### src/rtl/otter_prog_pkg.sv
// Shared types and programmer-bus bit positions for the OTTER program loader.
package otter_prog_pkg;

  typedef enum logic [2:0] {IDLE, LOAD, WRITE, FLUSH, RELEASE} prog_state_t;

  localparam int unsigned PROG_BYTE_LSB = 0;
  localparam int unsigned PROG_STB_BIT  = 8;
  localparam int unsigned PROG_EN_BIT   = 9;

endpackage

### src/rtl/sync_edge.sv
// N-stage synchronizer for one asynchronous bit, with rising/falling edge pulses
// taken against a one-cycle-delayed copy of the synchronized value.
module sync_edge #(
  parameter int unsigned STAGES = 2
) (
  input  logic clk,
  input  logic rst,
  input  logic d,
  output logic q,
  output logic rise,
  output logic fall
);

  logic [STAGES-1:0] sh;
  logic              prev;

  always_ff @(posedge clk) begin
    if (rst) begin
      sh   <= '0;
      prev <= 1'b0;
    end else begin
      sh[0] <= d;
      for (int i = 1; i < STAGES; i++) sh[i] <= sh[i-1];
      prev <= sh[STAGES-1];
    end
  end

  assign q    = sh[STAGES-1];
  assign rise = q & ~prev;
  assign fall = ~q & prev;

endmodule

### src/rtl/prog_loader.sv
// Downloads a program from the external programmer into instruction memory, holding
// the MCU in reset meanwhile and pulsing its reset once the download completes.
module prog_loader
  import otter_prog_pkg::*;
#(
  parameter int unsigned ADDR_W      = 14,
  parameter int unsigned RST_PULSE   = 4,
  parameter int unsigned SYNC_STAGES = 2
) (
  input  logic              CLK,
  input  logic              RST,
  input  logic [9:0]        PROG_DATA,
  output logic              MEM_WE,
  output logic [ADDR_W-1:0] MEM_ADDR,
  output logic [31:0]       MEM_DIN,
  output logic              MCU_HOLD,
  output logic              MCU_RST,
  output logic              BUSY,
  output logic [ADDR_W:0]   WORD_CNT,
  output logic              OVF
);

  localparam int unsigned     CNT_W     = (RST_PULSE > 1) ? $clog2(RST_PULSE) : 1;
  localparam logic [ADDR_W:0] MEM_WORDS = {1'b1, {ADDR_W{1'b0}}};

  prog_state_t       state_q, state_d;
  logic [1:0]        idx_q;
  logic [31:0]       word_q;
  logic [ADDR_W-1:0] addr_q;
  logic [ADDR_W:0]   cnt_q;
  logic              ovf_q;
  logic [CNT_W-1:0]  pulse_q;

  logic stb_q, stb_rise, stb_fall;
  logic en_q, en_rise, en_fall;
  logic unused_edges;
  logic [7:0] byte_sh [SYNC_STAGES];
  logic [7:0] byte_s;

  sync_edge #(.STAGES(SYNC_STAGES)) u_stb_sync (
    .clk  (CLK),
    .rst  (RST),
    .d    (PROG_DATA[PROG_STB_BIT]),
    .q    (stb_q),
    .rise (stb_rise),
    .fall (stb_fall)
  );

  sync_edge #(.STAGES(SYNC_STAGES)) u_en_sync (
    .clk  (CLK),
    .rst  (RST),
    .d    (PROG_DATA[PROG_EN_BIT]),
    .q    (en_q),
    .rise (en_rise),
    .fall (en_fall)
  );

  assign unused_edges = ^{stb_q, stb_fall, en_fall};

  // Byte lanes only need synchronizing; the strobe protocol keeps them stable around edges.
  always_ff @(posedge CLK) begin
    if (RST) begin
      for (int i = 0; i < SYNC_STAGES; i++) byte_sh[i] <= '0;
    end else begin
      byte_sh[0] <= PROG_DATA[PROG_BYTE_LSB +: 8];
      for (int i = 1; i < SYNC_STAGES; i++) byte_sh[i] <= byte_sh[i-1];
    end
  end

  assign byte_s = byte_sh[SYNC_STAGES-1];

  logic cap, full, pulse_done, emit;
  assign cap        = (state_q == LOAD) && stb_rise;
  assign full       = (cnt_q == MEM_WORDS);
  assign pulse_done = (pulse_q == CNT_W'(RST_PULSE - 1));
  assign emit       = (state_q == WRITE) || (state_q == FLUSH);

  always_ff @(posedge CLK) begin
    if (RST) state_q <= IDLE;
    else     state_q <= state_d;
  end

  always_comb begin
    state_d = state_q;
    unique case (state_q)
      IDLE:    if (en_rise) state_d = LOAD;
      // A strobe coinciding with the enable fall is captured first, then the flush rule applies.
      LOAD: begin
        if (cap && (idx_q == 2'd3))  state_d = WRITE;
        else if (!en_q)              state_d = (cap || (idx_q != 2'd0)) ? FLUSH : RELEASE;
      end
      WRITE:   state_d = en_q ? LOAD : RELEASE;
      FLUSH:   state_d = RELEASE;
      RELEASE: if (pulse_done) state_d = IDLE;
      default: state_d = IDLE;
    endcase
  end

  always_comb begin
    MEM_WE   = emit && !full;
    MCU_HOLD = (state_q == LOAD) || emit;
    MCU_RST  = (state_q == RELEASE);
    BUSY     = (state_q != IDLE);
    MEM_ADDR = addr_q;
    MEM_DIN  = word_q;
    WORD_CNT = cnt_q;
    OVF      = ovf_q;
  end

  always_ff @(posedge CLK) begin
    if (RST) begin
      idx_q   <= '0;
      word_q  <= '0;
      addr_q  <= '0;
      cnt_q   <= '0;
      ovf_q   <= 1'b0;
      pulse_q <= '0;
    end else begin
      if ((state_q == IDLE) && en_rise) begin
        idx_q  <= '0;
        word_q <= '0;
        addr_q <= '0;
        cnt_q  <= '0;
        ovf_q  <= 1'b0;
      end
      if (cap) begin
        word_q[{idx_q, 3'b000} +: 8] <= byte_s;
        idx_q                        <= idx_q + 2'd1;
      end
      if (emit) begin
        idx_q  <= '0;
        word_q <= '0;
        if (full) begin
          ovf_q <= 1'b1;
        end else begin
          cnt_q <= cnt_q + (ADDR_W + 1)'(1);
          // Hold at the top word rather than wrapping back to zero.
          if (!(&addr_q)) addr_q <= addr_q + ADDR_W'(1);
        end
      end
      pulse_q <= (state_q == RELEASE) ? pulse_q + CNT_W'(1) : '0;
    end
  end

endmodule

### config.mk
export PLATFORM = sky130hd
export DESIGN_NAME = prog_loader
export DESIGN_NICKNAME = d
export VERILOG_FILES = /design/src/rtl/otter_prog_pkg.sv /design/src/rtl/sync_edge.sv /design/src/rtl/prog_loader.sv
export SDC_FILE = /design/constraint.sdc
export NUM_CORES = 1
export LEC_CHECK = 0
export ABC_AREA = 1
export ABC_CLOCK_PERIOD_IN_PS = 1600
export BUFFER_PORTS_ARGS = -buffer_cell sky130_fd_sc_hd__buf_2
export CORE_ASPECT_RATIO = 1.2
export CORE_MARGIN = 2
export CORE_UTILIZATION = 45
export DETAILED_ROUTE_END_ITERATION = 8
export GPL_TIMING_DRIVEN = 0
export MAX_ROUTING_LAYER = met4
export PLACE_DENSITY = 0.69
export SYNTH_ARGS = -nofsm -noshare
export SYNTH_HDL_FRONTEND = slang
export SYNTH_SLANG_ARGS = --single-unit
### constraint.sdc
create_clock -name CLK -period 1.6 [get_ports CLK]
set_clock_uncertainty 0.05 [all_clocks]
set_input_delay 0.16 -clock CLK [delete_from_list [all_inputs] [get_ports CLK]]
set_output_delay 0.16 -clock CLK [all_outputs]
set_load 0.02 [all_outputs]
==> impl_metrics.tcl, run 1 <==
set metrics [dict create \
    vdd_ir_drop_max_mv 0.425 \
    placement.setup.worst_slack_ns -0.249 \
    syn_inst 583 \
    hpwl_mm 7.48 \
    drt-total-wl_mm 10.9 \
    final.setup.worst_slack_ns -0.156 \
    grt_pass1_vias 3829 \
    place.gp.congestion 0.897 \
    rsz0062_at_grt "yes" \
    via_count 4238 \
    violations "setup timing" \
    clock_sink_count 91 \
    hold_viol_final 0 \
    worstPathBufferInverterCount 4 \
    final_max_tran_viols 0 \
    critPathRequiredTime_ns 1.39 \
    ys_types 36 \
    max_clock_freq_mhz 569 \
    final_min_period_over_clock_period_pct 110 \
    critical_path.startpoint "WORD_CNT[1]" \
    htree_levels 3 \
    post_synth.cell_area_avg_um2 7.18 \
    track_usage_pct 21.8 \
    vias_per_cell 5.05 \
    flop_and_latch_count_out_of_synthesis 91 \
    post-route-drc-count 0 \
    ctsLongestPathBuffers 2 \
    design_area_um2 5600 \
    antenna_cells_inserted 0 \
    synth_seq_area_share_pct 43.5 \
    worstSetupStartpointType "register" \
    die_width_um 92.1 \
    power_report.internal_total_mw 3.16 \
    ant_nets 0 \
    r2r_slack_ns -0.12 \
    cts_tree "done" \
    worst_pin_slew_ns 0.505 \
    worstRegToRegCells 12 \
    place_area_um2 4740 \
    dp_cells 780 \
    timing.critical_path.to_type "primary output" \
    io_buffer_count 77 \
    worst-endpoint-arrival_ns 1.55 \
    post_layout_nonfiller_instances 840 \
    synth_top_area_share_pct 43.5 \
    row_count 38 \
    final.hold.worst_slack_ns 0.104 \
    kind_of_cell_adding_the_most_delay_to_the_critical_path "buffers and inverters" \
    synth.largest_area_cell "dfxtp_1" \
    clock_pin_transition_on_the_worst_setup_and_hold_timing_paths_ns 0.09 \
    utilization_pct 62.0 \
    root_buffer "clkbuf_8" \
    first_iter_violations 159 \
    synthMostInstantiatedCell "nand2_1" \
    netSwitchingPower_mw 1.03 \
    yosysWarnings 0 \
    path_type_of_the_worst_setup_path "reg -> out" \
    r2r_end "MEM_ADDR[4]" \
    first_pass_iters 5 \
    antenna_found_initial 0 \
    top_level_ports 78 \
    power.share.combinational_pct 6.0 \
    crit_path_cell_trace "inv_2 -> ha_4 -> nand3_2 -> nor2_2 -> nand2_2 -> nand2_4 -> clkinv_4 -> buf_8 -> buf_6" \
    timing.max_slew.rel_slack_pct 66.3 \
    ys_dominant_reg_cell "dfxtp_1" \
    biggest_area_contributors_in_the_synthesized_netlist "dfxtp_1 44%, nand2_1 9.7%, nor2_1 8.4%" \
    fp.dieH_um 110 \
    layout-area-overhead-vs-synth_pct 33.7 \
    min-delay-start "RST" \
    critical_path.max_stage_delay_ns 0.33 \
    dieArea_um2 10100 \
    leakage_nw 2.44 \
    power_frac_clock_pct 39.0 \
    overall_power_of_the_completed_layout_mw 4.19 \
    coreArea_um2 9030 \
    power_switching_share_pct 24.6 \
    wire_length_of_the_first_global_routing_pass_mm 17.1 \
    route.detailed.wl_per_inst_um 12.9 \
    r2r_start "WORD_CNT[1]" \
    worst-path-max-fanout 2 \
    worst_hold_path_type "in -> reg" \
    total_negative_slack_for_setup_checks_ns -0.859 \
    gr_overflow_total 0 \
    maxCapViolations 0 \
    outcome "finished, violations left" \
    clock_insertion_delay_worst_skew_ns 0.37 \
    tritoncts.num_buffers 9 \
    slowest_stage "dfxtp_2" \
    setup_violations 11 \
    fin_nets 736 \
    layout-drive-gt1-share_pct 29.9 \
    hold_depth 4 \
    power.share.sequential_pct 55.0 \
    synth-async-reset-ratio_pct 0 \
    floorplan.initialDensity_pct 46.3 \
    power-per-cell-area_nw_per_um2 749 \
    grt_start_max_net_pins 17 \
    netlist_area_um2 4190 \
    ys_top_cells_by_count "108 x nand2_1, 94 x nor2_1, 91 x dfxtp_1" \
    post-route-min-period_ns 1.76 \
    timing.hold.worst_endpoint "MEM_DIN[15]" \
    synthesized_netlist_net_count 604 \
    number_of_enable_flip_flop_cells_after_synthesis 0 \
]
timing repair:
action,CTS,global route
resized for setup,41,47
pin swaps,14,17
buffers inserted,24,9
gates cloned,1,1
endpoints found under the setup margin,59,67
hold buffers,10,0
hold endpoints to repair,10,0
power by group through the flow:
stage / registers [mW] / clock network [mW] / logic [mW]
after floorplan: 2.36 / 0 / 0.133
after global placement: 2.36 / 0 / 0.194
after detailed placement: 2.36 / 0 / 0.198
after CTS: 2.31 / 1.67 / 0.233
after global routing: 2.31 / 1.75 / 0.274
final: 2.31 / 1.64 / 0.250
kinds of logic (layout without fill, tap and decap cells):
family	Yosys count	count (layout)	synth area share, %
AND/OR/NAND/NOR	312	312	34.4
buffers and inverters	92	229	8.88
flip-flops	91	91	43.5
AO/OA/AOI/OAI	75	75	9.68
adder cells (fa/ha/maj)	9	9	2.69
XOR/XNOR	4	4	0.837
routing by layer:
metal / vias up / part of all wire [%] / GRT usage [%]
met5: - / 0 / -
met4: 0 / 2.9 / 9.91
met3: 30 / 4.2 / 4.32
met2: 118 / 51 / 37.9
met1: 1950 / 42 / 24.5
li1: 2140 / - / -
worst max-delay path by stage:
stage | slack (ns) | endpoint | depth (start not counted)
5_1_grt | -0.21 | MEM_WE | 9
6_report | -0.16 | MEM_WE | 9
3_3_place_gp | -0.23 | MEM_ADDR[0] | 12
2_1_floorplan | -0.01 | MEM_ADDR[0] | 11
4_1_cts | -0.14 | MEM_WE | 9
3_5_place_dp | -0.25 | MEM_ADDR[0] | 12
registers in the layout, indices dropped and copies added, names as in the netlist:
signal	cells
MEM_ADDR	14
MEM_DIN	32
OVF	1
WORD_CNT	15
byte_sh	16
idx_q	2
pulse_q	2
state_q	3
u_en_sync.prev	1
u_en_sync.sh	2
u_stb_sync.prev	1
u_stb_sync.sh	2
placed cells by master (no fill, tap or decap), drive strengths merged:
cell and instances:
dlygate4sd3 10, a211oi 3, nand3b 1, nor2 100, bufbuf 1, bufinv 1
nand2 114, nand3 66, nand4 7, xor2 3, inv 76, a21oi 48
a31oi 1, o21a 1, dfxtp 91, buf 121, nor3b 3, ha 9
a32oi 4, xnor2 1, clkinv 5, o21ai 18, nor3 21, clkbuf 15
tightest hold or removal path, cell delays in order:
cell,delay [ns]
buf_2,0.10
nor2_1,0.04
clkinv_1,0.12
a21oi_1,0.06
final cells by class:
type / count / area, um^2
Inverter: 76 / 310
Fill cell: 828 / 3430
Buffer: 16 / 106
Clock buffer: 10 / 138
Tap cell: 120 / 150
Clock inverter: 6 / 72.6
Multi-Input combinational cell: 400 / 2180
Sequential cell: 91 / 1850
Timing Repair Buffer: 121 / 787
Note: power is estimated with default switching activity, not from simulation.
==> run 2: changes to the inputs <==
Settings changed: CORE_UTILIZATION 45 to 35, PLACE_DENSITY 0.69 to default.
==> run 2 against run 1 <==
Net effect:
- the run still ends with setup timing left
- sequential share of layout area is 1.6 points lower
- clock power is 29% higher
- utilization is 11 points lower
- sequential power hardly changed
- power is 12% higher
- critical path type unchanged
- largest cell class unchanged
==> impl_metrics.tcl, run 2 (synthesis results as in run 1) <==
set metrics [dict create \
    floorplan.initialDensity_pct 36.0 \
    critPathRequiredTime_ns 1.39 \
    vias_per_cell 4.86 \
    power-per-cell-area_nw_per_um2 795 \
    path_depth 9 \
    ctsLongestPathBuffers 2 \
    ant_nets 0 \
    gr_overflow_total 0 \
    post_layout_nonfiller_instances 876 \
    dp_cells 817 \
    netSwitchingPower_mw 1.20 \
    hold_depth 4 \
    fin_nets 735 \
    final_max_tran_viols 0 \
    outcome "finished, violations left" \
    dieArea_um2 12900 \
    worst-path-max-fanout 3 \
    drt-total-wl_mm 11.7 \
    die_width_um 104 \
    largest_register_ffs 32 \
    antenna_found_initial 0 \
    layout-area-overhead-vs-synth_pct 40.7 \
    max_clock_freq_mhz 577 \
    worstSetupStartpointType "register" \
    worstPathBufferInverterCount 4 \
    track_usage_pct 18.4 \
    vdd_ir_drop_max_mv 0.469 \
    top_level_ports 78 \
    via_count 4254 \
    worst-endpoint-arrival_ns 1.52 \
    post-route-drc-count 0 \
    final_min_period_over_clock_period_pct 108 \
    worstRegToRegCells 8 \
    tritoncts.num_buffers 9 \
    clock_insertion_delay_worst_skew_ns 0.35 \
    coreArea_um2 11600 \
    wire_length_of_the_first_global_routing_pass_mm 18.4 \
    final.setup.worst_slack_ns -0.134 \
    hpwl_mm 8.02 \
    place.gp.congestion 0.867 \
    slowest_stage "dfxtp_2" \
    crit_path_cell_trace "inv_2 -> ha_4 -> nand3_4 -> nor2_4 -> nand2_4 -> nand2_4 -> clkinv_4 -> buf_8 -> buf_6" \
    kind_of_cell_adding_the_most_delay_to_the_critical_path "buffers and inverters" \
    setup_violations 8 \
    grt_start_max_net_pins 19 \
    final_cell_mix "95 x nand2_1, 85 x nor2_1, 78 x buf_2, 73 x dfxtp_1, 62 x inv_1" \
    antenna_cells_inserted 0 \
    hold_viol_final 0 \
    power_frac_clock_pct 45.1 \
    power_switching_share_pct 25.6 \
    critical_path.max_stage_delay_ns 0.33 \
    first_iter_violations 152 \
    power_report.internal_total_mw 3.49 \
    cts_tree "done" \
    first_pass_iters 4 \
    rsz0062_at_grt "yes" \
    grt_pass1_vias 3994 \
    total_negative_slack_for_setup_checks_ns -0.328 \
    htree_levels 3 \
    clock_pin_transition_on_the_worst_setup_and_hold_timing_paths_ns 0.07 \
    clock_sink_count 91 \
    timing.max_slew.rel_slack_pct 65.7 \
    post-route-min-period_ns 1.73 \
    leakage_nw 2.55 \
    root_buffer "clkbuf_16" \
    timing.critical_path.to_type "primary output" \
    layout-drive-gt1-share_pct 33.4 \
    commonest_non_fill_non_tap_cell_in_the_layout "nand2_1" \
    maxCapViolations 0 \
    violations "setup timing" \
    critPathMostFrequentCell "nand2_4" \
    path_type_of_the_worst_setup_path "reg -> out" \
    power.share.combinational_pct 5.6 \
    worst_hold_path_type "in -> reg" \
    power.share.sequential_pct 49.3 \
    row_count 43 \
    io_buffer_count 77 \
    worst_pin_slew_ns 0.515 \
    route.detailed.wl_per_inst_um 13.3 \
    fp.dieH_um 124 \
]
run 2: repair_timing:
action	CTS	global route
hold buffers	10	0
setup endpoints to repair	62	65
gates resized for setup	39	83
pin swaps	8	15
setup buffers	16	16
gates cloned	0	2
endpoints found under the hold margin	10	0
run 2: worst min-delay path, stage by stage:
cell and delay (ns):
buf_2 0.10, nor2_1 0.05, clkinv_1 0.12, a211oi_1 0.07
run 2: worst paths after layout:
kind | start | to | slack, ns
setup / recovery | WORD_CNT[1] | MEM_WE | -0.13
hold / removal | RST | idx_q[0] | 0.13
setup reg to reg | WORD_CNT[0] | WORD_CNT[14] | -0.08
hold reg to reg | byte_sh[0][3] | byte_sh[0][11] | 0.35
run 2: area by class of cell:
| type | count | area [um^2] |
|---|---|---|
| plain buffers | 15 | 105 |
| clock buffers | 9 | 225 |
| clock inverters | 7 | 68.8 |
| fillers | 1146 | 5730 |
| inverters | 76 | 303 |
| multi-input cells | 400 | 2310 |
| flip-flops and latches | 91 | 1850 |
| well taps | 157 | 196 |
| repair buffers | 121 | 833 |
run 2: metal layers:
| metal | track usage [%] | vias to the layer above | wire [um] |
|---|---|---|---|
| li1 | - | 2152 | - |
| met1 | 20.1 | 1965 | 4980 |
| met2 | 32.0 | 112 | 5880 |
| met3 | 3.92 | 25 | 542 |
| met4 | 9.21 | 0 | 286 |
| met5 | - | - | 0 |
run 2: metrics by stage:
step	cell area, um^2	total power, mW	worst slack [ns]	util (%)	hold WS (ns)
floorplan	4210	2.49	-0.0107	-	0.217
global placement	4790	2.56	-0.234	41.2	0.311
detailed placement	4790	2.56	-0.262	41.2	0.320
CTS	5460	4.71	-0.117	47.0	0.129
global route	5890	4.87	-0.207	50.7	0.166
finish	5890	4.68	-0.134	50.7	0.134
run 2: power groups by stage:
| stage | Combinational (mW) | Clock (mW) | Sequential (mW) |
|---|---|---|---|
| final | 0.261 | 2.11 | 2.31 |
| after floorplan | 0.133 | 0 | 2.36 |
| after CTS | 0.241 | 2.16 | 2.31 |
| after detailed placement | 0.203 | 0 | 2.36 |
| after global routing | 0.289 | 2.27 | 2.31 |
| after global placement | 0.198 | 0 | 2.36 |
